==> src/rtl/stopwatch_seg_source_if.sv <==
// Bundle between the stopwatch source and its neighbours: two control pulses
// come in, and the count, status and four segment patterns go out.
interface stopwatch_seg_source_if;
    logic        start_stop;
    logic        clear;
    logic [6:0]  seg0;
    logic [6:0]  seg1;
    logic [6:0]  seg2;
    logic [6:0]  seg3;
    logic [15:0] bcd;
    logic        running;
    logic        overflow;

    // The controller side issues the pulses and observes everything else.
    modport master (
        output start_stop, clear,
        input  seg0, seg1, seg2, seg3, bcd, running, overflow
    );

    // The stopwatch side consumes the pulses and drives the display data.
    modport slave (
        input  start_stop, clear,
        output seg0, seg1, seg2, seg3, bcd, running, overflow
    );
endinterface

==> src/rtl/stopwatch_seg_source.sv <==
// Centisecond stopwatch (SS.hh, 00.00..99.99) with registered BCD count and
// registered active-low 7-segment patterns for a downstream digit mux.
module stopwatch_seg_source #(
    parameter int TICK_DIV   = 1000000,
    parameter int BLANK_LEAD = 1
) (
    input  logic                      clk,
    input  logic                      reset,
    stopwatch_seg_source_if.slave     bus
);

    localparam int             PW   = $clog2(TICK_DIV);
    localparam logic [PW-1:0]  TERM = PW'(TICK_DIV - 1);
    localparam logic [6:0]     SEG_ZERO  = 7'b1000000;
    localparam logic [6:0]     SEG_BLANK = 7'b1111111;
    localparam logic [6:0]     SEG3_RST  = (BLANK_LEAD != 0) ? SEG_BLANK : SEG_ZERO;

    typedef enum logic {STOPPED, RUN} state_t;

    state_t         state_q, state_d;
    logic [PW-1:0]  presc_q, presc_d;
    logic [15:0]    bcd_q, bcd_d;
    logic           running_q;
    logic           overflow_q, overflow_d;
    logic [6:0]     seg0_q, seg1_q, seg2_q, seg3_q;
    logic           tick;

    // BCD digit to active-low {g,f,e,d,c,b,a}; non-decimal codes go dark.
    function automatic logic [6:0] decode(input logic [3:0] digit);
        logic [6:0] pat;
        case (digit)
            4'd0:    pat = 7'b1000000;
            4'd1:    pat = 7'b1111001;
            4'd2:    pat = 7'b0100100;
            4'd3:    pat = 7'b0110000;
            4'd4:    pat = 7'b0011001;
            4'd5:    pat = 7'b0010010;
            4'd6:    pat = 7'b0000010;
            4'd7:    pat = 7'b1111000;
            4'd8:    pat = 7'b0000000;
            4'd9:    pat = 7'b0010000;
            default: pat = 7'b1111111;
        endcase
        return pat;
    endfunction

    assign tick = (state_q == RUN) && (presc_q == TERM);

    // Next-state: prescaler advance, ripple BCD increment, then clear and toggle overrides.
    always_comb begin
        logic carry;
        presc_d    = presc_q;
        bcd_d      = bcd_q;
        overflow_d = overflow_q;
        state_d    = state_q;
        carry      = tick;
        if (state_q == RUN) begin
            presc_d = tick ? '0 : presc_q + 1'b1;
        end
        for (int i = 0; i < 4; i++) begin
            if (carry) begin
                if (bcd_q[i*4 +: 4] == 4'd9) begin
                    bcd_d[i*4 +: 4] = 4'd0;
                end else begin
                    bcd_d[i*4 +: 4] = bcd_q[i*4 +: 4] + 4'd1;
                    carry = 1'b0;
                end
            end
        end
        if (carry) begin
            overflow_d = 1'b1;
        end
        if (bus.clear) begin
            presc_d    = '0;
            bcd_d      = '0;
            overflow_d = 1'b0;
        end
        if (bus.start_stop) begin
            state_d = (state_q == RUN) ? STOPPED : RUN;
        end
    end

    // State, count and registered outputs; segments trail the count by one clock.
    always_ff @(posedge clk or posedge reset) begin
        if (reset) begin
            state_q    <= STOPPED;
            presc_q    <= '0;
            bcd_q      <= '0;
            running_q  <= 1'b0;
            overflow_q <= 1'b0;
            seg0_q     <= SEG_ZERO;
            seg1_q     <= SEG_ZERO;
            seg2_q     <= SEG_ZERO;
            seg3_q     <= SEG3_RST;
        end else begin
            state_q    <= state_d;
            presc_q    <= presc_d;
            bcd_q      <= bcd_d;
            running_q  <= (state_d == RUN);
            overflow_q <= overflow_d;
            seg0_q     <= decode(bcd_q[3:0]);
            seg1_q     <= decode(bcd_q[7:4]);
            seg2_q     <= decode(bcd_q[11:8]);
            seg3_q     <= ((BLANK_LEAD != 0) && (bcd_q[15:12] == 4'd0)) ? SEG_BLANK
                                                                         : decode(bcd_q[15:12]);
        end
    end

    assign bus.bcd      = bcd_q;
    assign bus.running  = running_q;
    assign bus.overflow = overflow_q;
    assign bus.seg0     = seg0_q;
    assign bus.seg1     = seg1_q;
    assign bus.seg2     = seg2_q;
    assign bus.seg3     = seg3_q;

endmodule

==> src/flat_wrapper.sv <==
// flat-port wrapper written by rule: the top's interface ports become plain ports
module stopwatch_seg_source_flat 
#(
    parameter int TICK_DIV   = 1000000,
    parameter int BLANK_LEAD = 1
)
  (clk, reset, bus_start_stop, bus_clear, bus_seg0, bus_seg1, bus_seg2, bus_seg3, bus_bcd, bus_running, bus_overflow);
  stopwatch_seg_source_if bus_i ();
  input  logic clk;
  input  logic reset;
  input wire logic [$bits(bus_i.start_stop)-1:0] bus_start_stop;
  input wire logic [$bits(bus_i.clear)-1:0] bus_clear;
  output wire logic [$bits(bus_i.seg0)-1:0] bus_seg0;
  output wire logic [$bits(bus_i.seg1)-1:0] bus_seg1;
  output wire logic [$bits(bus_i.seg2)-1:0] bus_seg2;
  output wire logic [$bits(bus_i.seg3)-1:0] bus_seg3;
  output wire logic [$bits(bus_i.bcd)-1:0] bus_bcd;
  output wire logic [$bits(bus_i.running)-1:0] bus_running;
  output wire logic [$bits(bus_i.overflow)-1:0] bus_overflow;
  assign bus_i.start_stop = bus_start_stop;
  assign bus_i.clear = bus_clear;
  assign bus_seg0 = bus_i.seg0;
  assign bus_seg1 = bus_i.seg1;
  assign bus_seg2 = bus_i.seg2;
  assign bus_seg3 = bus_i.seg3;
  assign bus_bcd = bus_i.bcd;
  assign bus_running = bus_i.running;
  assign bus_overflow = bus_i.overflow;
  stopwatch_seg_source #(.TICK_DIV(TICK_DIV), .BLANK_LEAD(BLANK_LEAD)) u_core (.clk(clk), .reset(reset), .bus(bus_i));
endmodule
==> config.mk <==
export PLATFORM = sky130hd
export DESIGN_NAME = stopwatch_seg_source_flat
export DESIGN_NICKNAME = d
export VERILOG_FILES = /design/src/rtl/stopwatch_seg_source_if.sv /design/src/rtl/stopwatch_seg_source.sv /design/src/flat_wrapper.sv
export SDC_FILE = /design/constraint.sdc
export NUM_CORES = 1
export LEC_CHECK = 0
export CAP_MARGIN = 20
export CORE_UTILIZATION = 55
export CTS_CLUSTER_DIAMETER = 80
export DETAILED_ROUTE_END_ITERATION = 7
export GPL_TIMING_DRIVEN = 0
export PLACE_DENSITY = 0.8
export RECOVER_POWER = 25
export SYNTH_ARGS = -nofsm -noshare
export SYNTH_HDL_FRONTEND = slang
export SYNTH_SLANG_ARGS = --single-unit
==> constraint.sdc <==
create_clock -name clk -period 2.55 [get_ports clk]
set_input_delay 0.3825 -clock clk [delete_from_list [all_inputs] [get_ports clk]]
set_output_delay 0.3825 -clock clk [all_outputs]
set_load 0.01 [all_outputs]
==> metrics.md <==
| Metric | Value |
|---|---|
| # nets final | approximately 460 |
| Ys async rst share | 1.00 |
| Syn Area/Cell | 9.29 um^2 |
| Routed WL per cell | around 14 um |
| Final Hold Vio Count | 0 |
| Final min period | 2310 ps |
| Dpl cells | 500 |
| Ys flop type | dfrtp_1 |
| CTS tree | done |
| Vias in the first global route | roughly 2,600 |
| CP endpoint | u_core.bus.bcd[14]$_DFFE_PP0P_ |
| Crit path launch | u_core.presc_q[0]$_DFFE_PP0P_ |
| Diode count | 0 |
| Number of setup buffers added after CTS | 0 |
| Die span in y | 81.6 um |
| Syn nets | 400 |
| Routed vias | 2,869 |
| Crit path required time | between 2000 and 3000 ps |
| Hold buffer count at cts | 0 |
| PwrDens | 498 mW/mm^2 |
| Startpoint Class | flip-flop |
| Worst r2r src | u_core.presc_q[0]$_DFFE_PP0P_ |
| Clk sinks | 66 |
| Starting Density | 0.578 |
| Max frequency | 433 MHz |
| Number of CTS-inserted buffers | 9 |
| Total Routing Usage GR | 0.234 |
| WP data arrival | 2570 ps |
| Vias/cell | 5.56 |
| Initial antenna violation count | 0 |
| Clock latency at the later pin of the worst-skew pair | 340 ps |
| Full die area | 0.00666 mm^2 |
| Clk_skew | 10.0 ps |
| Clock buffer depth | 2 |
| Die width | 81.6 um |
| Initial DRC count | 158 |
| Final wirelength | slightly above 7000 um |
| # port buffers | 49 |
| Leak Pwr | 1.83 nW |
| Max-Cap Viols | 0 |
| Drt first pass iters | 4 |
| Slew @ Worst Pin | 1360 ps |
| Dpl hpwl | 5030 um |
| Worst R2R Path Depth | 6 |
| Root buffer cell | clkbuf_8 |
| Status | finished clean |
| Core area | approximately 0.0060 mm^2 |
| Post-synth EDFFs | 0 |
| Crit Path Class | reg -> reg |
| # setup viols final | 0 |
| Nature of the critical path endpoint | flip-flop |
| Final Slew Violations | 0 |
| Fin util | 0.712 |
| Yosys warns | 0 |
| Final Cycle Share | 0.905 |
| Terminus of the critical flop-to-flop path | u_core.bus.bcd[14]$_DFFE_PP0P_ |
| Share of cells above drive strength 1 | 0.0907 |
| Htree depth | 3 |
| Seq/Total Area, Yosys | 0.478 |
| Row cnt | 28 |
| Syn-to-layout area delta | 23.2% |
| HP Class | reg -> reg |
| Gr ovfl total | 0 |
| Area of the multi-input gates | 0.00168 mm^2 |
| Post-Layout Cell Count | roughly 520 |
| Post_cts resized | 0 |
| Max-Slew Margin vs Limit | 0.0920 |
| FF+latch count, synth | 66 |
| Overall Power | 2.14 mW |
| RSZ-0062 raised after global routing | no |
| Routed Antenna Nets | 0 |
| Largest net degree at the start of global routing | 38 |
| First-pass GRT wire length | 11,800 um |
| Mapped Area | 0.00348 mm^2 |
| Register clock-pin slew on the reported worst setup and hold paths | 80 ps |
| Storage element area | roughly 0.0017 mm^2 |
| Filler instances | around 450 |
| R2R setup slack | 240 ps |
| CP Max Fanout | 7 |
| Routability cong. | 0.803 |
| Num ports | 50 |
| Cell variety after synth | 47 |
| Drt drc | 0 |
| Post-Synthesis Cells | 375 |
| Worst VDD drop | about 470 uV |
## cell usage after synthesis, types with 6 or more instances
| library cell | n | area [um^2] |
|---|---|---|
| dfrtp_1 | 56 | 1400 |
| nor2_1 | 53 | 199 |
| nand2_1 | 35 | 131 |
| a21oi_1 | 34 | 170 |
| inv_1 | 22 | 82.6 |
| ha_1 | 21 | 263 |
| o21ai_0 | 17 | 85.1 |
| clkbuf_1 | 12 | 45.0 |
| nand3_1 | 12 | 60.1 |
| xor2_1 | 11 | 96.3 |
| dfstp_2 | 10 | 263 |
| nand4_1 | 10 | 62.6 |
| nor3_1 | 8 | 40.0 |
| or4_1 | 6 | 45.0 |
| xnor2_1 | 6 | 52.6 |
## layout by cell type, fill, tap and decap left out, types with 2 or more instances in the layout
cell type and n:
nand3b_1 2, clkinvlp_4 2, a21oi_1 34, and2_1 5, xnor2_1 6, a31oi_1 3
dfstp_2 10, or4_1 6, ha_1 21, clkbuf_1 13, or3b_1 2, xor2_1 11
nor2b_1 5, or2_2 4, o31ai_1 2, mux2i_1 4, nand2b_1 4, dfrtp_1 56
or3_1 5, nor2_1 53, nand2_1 35, inv_1 22, buf_2 3, nand4_1 10
clkdlybuf4s50_1 48, nand3_1 12, clkbuf_8 11, nor3_1 8, and3b_1 3, o21ai_0 17
## state kept, by name (all words and copies together), names as in the netlist
| signal | cells |
|---|---|
| u_core.bus.overflow | 1 |
| u_core.bus.seg1 | 7 |
| u_core.bus.seg0 | 7 |
| u_core.bus.bcd | 16 |
| u_core.bus.seg3 | 7 |
| u_core.bus.seg2 | 7 |
| u_core.presc_q | 20 |
| u_core.state_q | 1 |
## power breakdown
group          switching [mW]  internal (mW)
Clock                   0.413          0.504
Sequential             0.0154           1.07
Combinational          0.0898         0.0484
Total                   0.518           1.62
## how the worst min path moves through the flow
stage | end | cells after the start | start
final | u_core.bus.overflow$_DFFE_PP0P_ | 2 | u_core.bus.overflow$_DFFE_PP0P_
after global routing | u_core.bus.overflow$_DFFE_PP0P_ | 2 | u_core.bus.overflow$_DFFE_PP0P_
after CTS | u_core.bus.seg0[0]$_DFF_PP0_ | 2 | reset
after detailed placement | u_core.bus.overflow$_DFFE_PP0P_ | 2 | u_core.bus.overflow$_DFFE_PP0P_
after global placement | u_core.bus.overflow$_DFFE_PP0P_ | 2 | u_core.bus.overflow$_DFFE_PP0P_
after floorplan | u_core.state_q$_DFFE_PP0P_ | 1 | bus_start_stop
## worst max-delay path, cell delays in order (launching register included)
cell and delay (ps):
dfrtp_1 390, ha_1 210, nand2_1 110, nor4_4 510
nand4_1 340, or4_1 490, a21oi_1 170
## logic make-up (layout without fill, tap and decap cells)
| family | Yosys count | in the layout | share of synthesized area |
|---|---|---|---|
| AO/OA/AOI/OAI | 61 | 61 | 0.0952 |
| XOR/XNOR | 17 | 17 | 0.0427 |
| adder cells (fa/ha/maj) | 21 | 21 | 0.0754 |
| buffers and inverters | 37 | 103 | 0.0409 |
| flip-flops | 66 | 66 | 0.478 |
| multiplexers | 4 | 4 | 0.0115 |
| AND/OR/NAND/NOR | 169 | 169 | 0.256 |
## metal layers
metal | share of wire | GRT usage
met1 | 0.45 | 0.304
met2 | 0.49 | 0.384
met3 | 0.039 | 0.0367
met4 | 0.021 | 0.111
met5 | 0 | 0
## final cells by class
class                      count  area share
multi-input combinational    272       0.391
sequential                    66       0.388
timing repair buffer          50       0.119
clock buffer                  12      0.0361
tap                           75      0.0219
inverter                      22      0.0192
buffer                        15      0.0140
clock inverter                 4      0.0117
## stage by stage
stage                     worst slack [ps]  TNS (ps)  hold WS [ps]  instance area, um^2
after floorplan                        529         0           470                 3480
after global placement                -531    -29680           523                 4070
after detailed placement               189         0           526                 4090
after CTS                              271         0           504                 4290
after global routing                  90.6         0           569                 4290
final                                  242         0           533                 4290
Power figures use the tool's default switching activity.
